$ cat src/rtl/pipe_sqrt_n.sv
// Fully pipelined integer square root, one root bit per stage, MSB first.
// Valid/ready flow control with a global stall; optional round-to-nearest.
module pipe_sqrt_n #(
  parameter int W     = 16,
  parameter int ROUND = 0
) (
  input  logic           clk,
  input  logic           rst,
  input  logic           in_valid,
  output logic           in_ready,
  input  logic [W-1:0]   A,
  output logic           out_valid,
  input  logic           out_ready,
  output logic [W/2-1:0] B,
  output logic [W/2:0]   R
);

  localparam int N = W / 2;

  if ((W < 4) || ((W % 2) != 0)) begin : g_bad_width
    $error("pipe_sqrt_n: W must be even and >= 4");
  end

  logic           en_s;
  logic [N:0]     vld_r;
  logic [W-1:0]   rad_r  [0:N-1];
  logic [N-1:0]   root_r [0:N-1];
  logic [N:0]     rem_r  [0:N-1];
  logic [W-1:0]   rad_s  [1:N];
  logic [N-1:0]   root_s [1:N];
  logic [N:0]     rem_s  [1:N];
  logic [N-1:0]   b_s;

  assign en_s      = out_ready | ~vld_r[N];
  assign in_ready  = en_s & ~rst;
  assign out_valid = vld_r[N];

  // Stage i brings down the next two radicand bits and decides root bit N-i.
  for (genvar i = 1; i <= N; i++) begin : g_stage
    logic [N+2:0] trial_s;
    logic [N+2:0] test_s;
    logic [N+2:0] diff_s;

    // One digit-by-digit step: subtract (4*root+1) when it fits.
    always_comb begin
      trial_s = {rem_r[i-1], rad_r[i-1][W-1:W-2]};
      test_s  = {1'b0, root_r[i-1], 2'b01};
      diff_s  = trial_s - test_s;
      rad_s[i] = {rad_r[i-1][W-3:0], 2'b00};
      if (trial_s >= test_s) begin
        rem_s[i]  = diff_s[N:0];
        root_s[i] = {root_r[i-1][N-2:0], 1'b1};
      end else begin
        rem_s[i]  = trial_s[N:0];
        root_s[i] = {root_r[i-1][N-2:0], 1'b0};
      end
    end
  end

  // Round up when the floor remainder exceeds the floor root, saturating at all-ones.
  always_comb begin
    if ((ROUND != 0) && (rem_s[N] > {1'b0, root_s[N]}) && (root_s[N] != {N{1'b1}})) begin
      b_s = root_s[N] + {{(N-1){1'b0}}, 1'b1};
    end else begin
      b_s = root_s[N];
    end
  end

  // Valid chain and output registers; the only reset state in the block.
  always_ff @(posedge clk) begin
    if (rst) begin
      vld_r <= {(N+1){1'b0}};
      B     <= {N{1'b0}};
      R     <= {(N+1){1'b0}};
    end else if (en_s) begin
      vld_r <= {vld_r[N-1:0], in_valid};
      B     <= b_s;
      R     <= rem_s[N];
    end
  end

  // Datapath stage registers shift together with the valid chain.
  always_ff @(posedge clk) begin
    if (en_s) begin
      rad_r[0]  <= A;
      root_r[0] <= {N{1'b0}};
      rem_r[0]  <= {(N+1){1'b0}};
      for (int k = 1; k < N; k++) begin
        rad_r[k]  <= rad_s[k];
        root_r[k] <= root_s[k];
        rem_r[k]  <= rem_s[k];
      end
    end
  end

endmodule

$ cat config.mk
export PLATFORM = sky130hd
export DESIGN_NAME = pipe_sqrt_n
export DESIGN_NICKNAME = d
export VERILOG_FILES = /design/src/rtl/pipe_sqrt_n.sv
export SDC_FILE = /design/constraint.sdc
export NUM_CORES = 1
export LEC_CHECK = 0
export ABC_AREA = 1
export CAP_MARGIN = 20
export CORE_MARGIN = 2
export CORE_UTILIZATION = 40
export CTS_CLUSTER_DIAMETER = 150
export DETAILED_ROUTE_END_ITERATION = 8
export MAX_ROUTING_LAYER = met4
export PLACE_DENSITY = 0.66
export SLEW_MARGIN = 40
export SYNTH_ARGS = -nofsm -noshare
export SYNTH_HDL_FRONTEND = slang
export SYNTH_SLANG_ARGS = --single-unit
$ cat constraint.sdc
create_clock -name clk -period 5.82 [get_ports clk]
set_input_delay 1.164 -clock clk [delete_from_list [all_inputs] [get_ports clk]]
set_output_delay 1.164 -clock clk [all_outputs]
set_load 0.02 [all_outputs]
Yosys cells after proc, flatten, opt, wreduce, memory -nomap -nowiden
Memory sizes are Yosys's and may differ from the RTL's.
Index checks and enable logic that the tools add are counted.

cells by class
  $add $sub $neg = 8
  bitwise logic cells = 4
  $lt $le $gt $ge = 8
  muxes and demuxes = 18

operator list
  cell                                          number
  greater-or-equal comparator 11 x 10 -> 1 bit  8
  2-to-1 mux 9 bit                              8
  subtractor 9 bit                              8
  2-to-1 mux 1 bit                              10
  NOT 1 bit                                     2
  AND 1 bit                                     1
  OR 1 bit                                      1

word-level totals
  memories = 3
  bits in registers = 26
  logic and storage cells = 44
  bits in writable memories = 264
  input bits = 20
  output and inout port bits = 19

memories
  memory  words  width  read ports  clocked after memory_dff  write ports  RTL line  text
  rad_r   8      16     8           0                         8            26        logic [W-1:0] rad_r [0:N-1];
  rem_r   8      9      8           0                         8            28        logic [N:0] rem_r [0:N-1];
  root_r  8      8      8           0                         8            27        logic [N-1:0] root_r [0:N-1];

Longest topological paths before layout
Gate-level depths: netlist of run 1.

  word-level depth = 4
  gate-level depth with buffers = 13
  depth with buffers taken out = 13

Worst setup path before layout of run 1
OpenSTA, ideal clock, no wires.

  path kind = input to register
  from = input out_ready
  to = register B[5]
  data required time = 5692 ps
  stages on the path = 6
  arrival time = 5003 ps
  setup time = 128 ps
  slack = 689 ps
  buffers on the path = 1
  cell sequence = nor2_1 inv_1 nor2_2 buf_2 nand2_1 o21ai_0

between the ends
  word-level cells in the longest chain between the ends = 1

ends and longest elaborated chain
  what                    RTL line  text
  start: declaration      13        input logic out_ready,
  OR 1 bit                34        assign en_s = out_ready | ~vld_r[N];
  end signal: assignment  73        B <= {N{1'b0}};
  end signal: assignment  77        B <= b_s;
  end: declaration        14        output logic [W/2-1:0] B,

Every way passes these cells.
A chain may end at the register's enable or synchronous reset.

Worst setup path after layout of run 1
  from = input out_ready
  to = output in_ready

between the ends
  word-level cells in the longest chain between the ends = 2

ends and longest elaborated chain
  what              RTL line  text
  OR 1 bit          34
  AND 1 bit         35        assign in_ready = en_s & ~rst;
  end: declaration  10        output logic in_ready,

Every way passes these cells.

==> impl_results.md, run 1 <==
- GRT Residual Overflow: 0
- Final hold vios: 0
- Cts hold-fix bufs: 0
- I/O Pins: 39
- CP Buf/Inv Count: 2
- R2r worst-path depth: 8
- Cts bufs inserted: 17
- Hold Path Class: reg2reg
- HPWL Detailed: 8.39 mm
- Area taken by multi-input logic gates: 0.00262 sq mm
- Nets: 874
- Delay-heaviest family, CP: buffers and inverters
- Crit. End Element: primary output
- Hold Path Cell Cnt: 0
- Critical path's slowest cell: clkdlybuf4s50_1
- Number of flops mapped to enable cells by yosys: 157
- Highest Clock Rate: 237 MHz
- Synth area leaders: edfxtp_1 (56%), nand2_1 (7.2%), ha_1 (6.4%), dfxtp_1 (6.2%), inv_1 (5.3%)
- CTS tree: built
- Hold slack: 418 ps
- P&R area growth vs syn: 15.7%
- Antenna Cells: 0
- Area leader, netlist: edfxtp_1
- Drt total wl: 12.3 mm
- Post-route clock period utilization: 0.725
- Layout fillers: 1836
- # DRC: 0
- Syn avg cell area: 11.0 sq um
- Stages on worst setup path: 4
- Die boundary height: 149 um
- Num rows: 52
- Post-synthesis register bit count: 183
- Relative slew slack: 0.488
- Synthesized Nets: 824
- Crit-path max cell delay: 740 ps
- First-pass GRT wire length: 20.7 mm
- Layout Cells excl Fill: 1094
- Most numerous cell in the Yosys netlist: nand2_1
- Tot Pwr: 4170 uW
- Utilization after layout: 0.475
- Placer Congestion: 0.838
- Critical Path RT: 4660 ps
- Starting density of the core: 0.410
- Max-cap violations: 0
- Cells after Synth: 761
- Buffers on Ports: 38
- Top cell type's share of synthesized area: 0.562
- PD cells: 429 mW/mm^2
- Ys Warns: 0
- Peak supply drop: 0.209 mV
- Vias per cell: 4.55
- Vias in the first global route: 4663
- WP data arrival: 3060 ps
- Slew Limit Fails: 0
- Core Footprint: 0.0204 sq mm
- Top_reg_cell synth: edfxtp_1
- RSZ-0062 raised after global routing: false
- LEAKAGE: 0.00423 uW
- ANT nets after route: 0
- Post-CTS setup repair buffer count: 0
- Htree depth: 4
- Cell variety after synth: 40
- Via count: 4977
- Clock latency on the worst-skew pair: 420 ps
- Crit-path cells: clkdlybuf4s50_1 > nor2_1 > nor2_1 > clkdlybuf4s50_1
- Synthesized area: 0.00838 sq mm
- Post-CTS resize count: 0
- Fraction of layout cells with a size suffix above 1: 0.0886
- Commonest cells in the netlist: nand2_1 (161), edfxtp_1 (157), inv_1 (118)
- Clock-pin slew on the worst setup and hold paths: 70 ps
- Crit Path Max Fanout: 12
- Clk_skew: 7.63 ps
- Minimum clock period: 4220 ps
- CTS Sinks: 183
- Clock tree buffer depth: 2
- Final setup fails: 0
- Critical path class: in2out
- Register area: 0.00524 sq mm
- Worst-Margin Slew: 766 ps
- Sequential element share of the synthesized area: 0.624
- Status: completed
- DIE AREA: 0.0221 sq mm
- CTS Root Buffer Type: clkbuf_16
- DR iter-0 viols: 290
- Ys async rst share: 0
- WL/cell: 11.3 um
- Die width: 149 um
- GRT Total Usage: 0.121
- Initial antenna violation count: 0
- Sum of negative setup slack: 0 ps
- Startpoint Class: input port
- Placed Cells: 1062
- 1st-pass router iterations: 4
- Largest net degree at the start of global routing: 110
## path summary, 6_finish.rpt
path,start,to,slack (ps)
worst max-delay path,out_ready,in_ready,1600
worst min-delay path,rad_r[0][0],rad_r[0][18],420
worst max register to register,rem_r[1][30],B[0],3610
worst min register to register,rad_r[0][0],rad_r[0][18],420
## sequential cells by signal, summed over array words and instances (netlist names)
signal / count
B: 8
R: 9
rad_r: 72
rem_r: 57
root_r: 28
vld_r: 9
## through the flow
stage	setup slack [ps]	cell area, sq um
final	1600	9700
after global routing	1490	9700
after CTS	1570	9700
after detailed placement	1570	9040
after global placement	1620	9040
after floorplan	689	8380
## power by group
group,internal (uW),switching [uW]
registers,1710,115
logic,439,626
clock network,776,503
## per-layer routing
| layer | global-route usage | routed length (um) | share of wire | up-vias |
|---|---|---|---|---|
| met4 | 0.0443 | 226 | 0.018 | 0 |
| met5 | - | 0 | 0 | - |
| met2 | 0.209 | 6260 | 0.51 | 75 |
| li1 | - | - | - | 2629 |
| met1 | 0.133 | 5390 | 0.44 | 2254 |
| met3 | 0.0364 | 460 | 0.037 | 19 |
## cells by family (layout without fill, tap and decap cells)
kind of cell	count (synthesis)	in the layout	synth area share
buf+inv	130	193	0.0633
simple gates	278	278	0.149
flops	183	183	0.624
other cells	1	1	0.000447
xor+xnor	34	34	0.0355
compound gates	92	92	0.0628
fa+ha+maj	43	43	0.0642
## final cells by class
cell class	count	area share
sequential	183	0.540
clock inverter	14	0.0237
clock buffer	18	0.0442
inverter	122	0.0480
timing repair buffer	39	0.0400
tap	270	0.0348
multi-input combinational	448	0.270
## layout by cell type, fill, tap and decap left out, types with 2 or more instances in the layout
cell type / Yosys / routed
inv_6: 0 / 7
nand3b_1: 9 / 9
xor2_1: 25 / 25
clkbuf_16: 0 / 17
nand3_1: 32 / 32
nor2_1: 38 / 38
clkdlybuf4s50_1: 0 / 38
inv_8: 0 / 2
nor3_1: 5 / 5
bufinv_16: 0 / 5
nor2_4: 4 / 4
nor3_2: 2 / 2
inv_2: 4 / 4
nand4_1: 2 / 2
nand2_2: 9 / 9
xnor2_1: 9 / 9
o22ai_1: 7 / 7
a21o_1: 3 / 3
edfxtp_1: 157 / 157
o21bai_1: 3 / 3
nand2_1: 161 / 161
a21oi_2: 6 / 6
a21oi_1: 29 / 29
o21ai_1: 9 / 9
inv_1: 118 / 117
nor2_2: 6 / 6
or2_2: 5 / 5
o21ai_0: 29 / 29
ha_1: 43 / 43
nand4_2: 2 / 2
dfxtp_1: 26 / 26
Power figures use the tool's default switching activity.
==> inputs of run 2 (changes only) <==
clock period = 4 ns   (was 5.82 ns; I/O delays follow)
==> run 2 against run 1 <==
Net effect: total power increased by 39%; non-clock buffer count increased by 2; sequential power increased by 45%; cell count increased by 0.18%; via count increased by 1.4%.
==> impl_results.md, run 2 (synthesized netlist as in run 1, its figures left out) <==
- Num rows: 52 (unchanged)
- I/O Pins: 39 (unchanged)
- Slew Limit Fails: 0 (unchanged)
- Clock-pin slew on the worst setup and hold paths: 70 ps (about the same)
- Crit. End Element: primary output
- Initial antenna violation count: 0 (unchanged)
- Critical Path RT: 3200 ps (-1460 ps)
- DIE AREA: 0.0221 sq mm (unchanged)
- 1st-pass router iterations: 4 (unchanged)
- Cts bufs inserted: 17 (unchanged)
- Top reg by flops: rad_r
- Vias per cell: 4.60 (+1.2%)
- Area taken by multi-input logic gates: 0.00263 sq mm (+0.29%)
- Register area: 0.00524 sq mm (unchanged)
- Critical path class: in2out
- Dpl ws: 952 ps (-618 ps)
- First-pass GRT wire length: 21.0 mm (+1.5%)
- Die boundary height: 149 um (unchanged)
- Layout Cells excl Fill: 1096 (+0.18%)
- Placer Congestion: 0.843 (+0.68%)
- Max reg flops: 72 (unchanged)
- Worst-Margin Slew: 751 ps (-15.0 ps)
- RSZ-0062 raised after global routing: false
- Clk_skew: 8.71 ps (+1.08 ps)
- Comb pwr share: 0.267 (+0.011)
- Minimum clock period: 3050 ps
- Htree depth: 4 (unchanged)
- Hold Path Class: reg2reg
- Commonest non-fill, non-tap cells in the layout: nand2_1 (161), edfxtp_1 (157), inv_1 (116)
- ANT nets after route: 0 (unchanged)
- CTS tree: built
- Critical path's slowest cell: clkdlybuf4s50_1
- WP data arrival: 2250 ps (-810 ps)
- PD cells: 599 mW/mm^2 (+40%)
- Sequential power share: 0.457 (+0.020)
- DR iter-0 viols: 229 (-21%)
- Delay-heaviest family, CP: buffers and inverters
- Buffers on Ports: 38 (unchanged)
- Via count: 5045 (+1.4%)
- Fraction of layout cells with a size suffix above 1: 0.0908 (+0.00221)
- Sum of negative setup slack: 0 ps (unchanged)
- Core Footprint: 0.0204 sq mm (unchanged)
- Crit Path Max Fanout: 12 (unchanged)
- Fin worst setup slack: 952 ps (-647 ps)
- Post-route clock period utilization: 0.762
- Crit-path cells: clkdlybuf4s50_1 > nor2_4 > nor2_1 > buf_4 > clkdlybuf4s50_1
- Sw Ratio: 0.309 (+0.0107)
- Most used cell, CP: clkdlybuf4s50_1
- Relative slew slack: 0.498 (+0.0100)
- Max-cap violations: 0 (unchanged)
- Vias in the first global route: 4831 (+3.6%)
- CP Buf/Inv Count: 3 (+1)
- Final setup fails: 0 (unchanged)
- HPWL Detailed: 8.61 mm (+2.7%)
- Startpoint Class: input port
- Placed Cells: 1063 (+0.094%)
- Net Switching: 1790 uW (+44%)
- GRT Total Usage: 0.123 (+0.00203)
- Layout fillers: 1872 (+2.0%)
- Nets: 876 (+0.23%)
- Highest Clock Rate: 328 MHz
- CTS Sinks: 183 (unchanged)
- Tot Pwr: 5790 uW (+39%)
- Clock power share: 0.276 (-0.031)
- CTS Root Buffer Type: clkbuf_16
- Starting density of the core: 0.410 (unchanged)
- Drt total wl: 12.5 mm (+0.98%)
- Internal power: 4000 uW (+37%)
- Final hold vios: 0 (unchanged)
- Antenna Cells: 0 (unchanged)
- Peak supply drop: 0.312 mV (+49%)
- Cts hold-fix bufs: 0 (unchanged)
- Crit-path max cell delay: 620 ps (-120 ps)
- Largest regs: rad_r: 72 flops, rem_r: 57 flops, root_r: 28 flops
- Clock tree buffer depth: 2 (unchanged)
- # DRC: 0 (unchanged)
- Largest net degree at the start of global routing: 161 (+46%)
- Post-CTS setup repair buffer count: 0 (unchanged)
- WL/cell: 11.4 um (+0.80%)
- Die width: 149 um (unchanged)
- Post-CTS resize count: 0 (unchanged)
- Status: completed
- LEAKAGE: 0.00420 uW (-0.61%)
- P&R area growth vs syn: 15.3%
- Commonest non-fill, non-tap cell in the layout: nand2_1
- Clock latency on the worst-skew pair: 420 ps (about the same)
- GRT Residual Overflow: 0 (unchanged)
[run 2: changes by cell type in the layout (fill, tap and decap cells not counted), moves of 2 or more]
cell | previous run | this run
clkinv_1 | 0 | 2
bufinv_16 | 5 | 1
clkinvlp_4 | 1 | 3
inv_6 | 7 | 5
[run 2: per-layer routing]
metal,wire (um),up-vias,track usage
li1,-,2639,-
met1,5190,2290,0.127
met2,6550,94,0.221
met3,448,22,0.0346
met4,282,0,0.0519
met5,0,-,-
[run 2: power by group through the flow]
stage / Combinational, uW / Sequential, uW / Clock (uW)
global placement: 1520 / 2680 / 0
detailed placement: 1550 / 2690 / 0
CTS: 1560 / 2650 / 1650
global route: 1750 / 2680 / 1730
finish: 1550 / 2640 / 1600
floorplan: 1190 / 2700 / 0
[run 2: metrics by stage]
| step | hold slack [ps] | instance area [sq um] | utilization |
|---|---|---|---|
| after floorplan | 400 | 8400 | - |
| after global placement | 400 | 9070 | 0.444 |
| after detailed placement | 405 | 9070 | 0.444 |
| after CTS | 419 | 9640 | 0.472 |
| after global routing | 423 | 9660 | 0.473 |
| final | 415 | 9660 | 0.473 |
[run 2: final cells by class]
class	count	share of cell area
sequential	183	0.542
multi-input combinational	448	0.272
inverter	122	0.0478
tap	270	0.0350
timing repair buffer	41	0.0451
clock buffer	18	0.0444
clock inverter	14	0.0144
[run 2: final timing paths]
path	start	end	slack, ps	cells after the start
setup / recovery	out_ready	in_ready	950	5
hold / removal	rad_r[1][9]	rad_r[1][27]	410	0
setup reg to reg	rem_r[1][30]	B[0]	1760	8
hold reg to reg	rad_r[1][9]	rad_r[1][27]	410	0
[run 2: worst register-to-register path, stage by stage (launching register included)]
cell and delay (ps):
edfxtp_1 410, ha_1 360, nand2_1 140, nor2_2 50, nand2_1 80, nor2_1 50
nor2_1 570, nand2_2 250, a22o_1 230
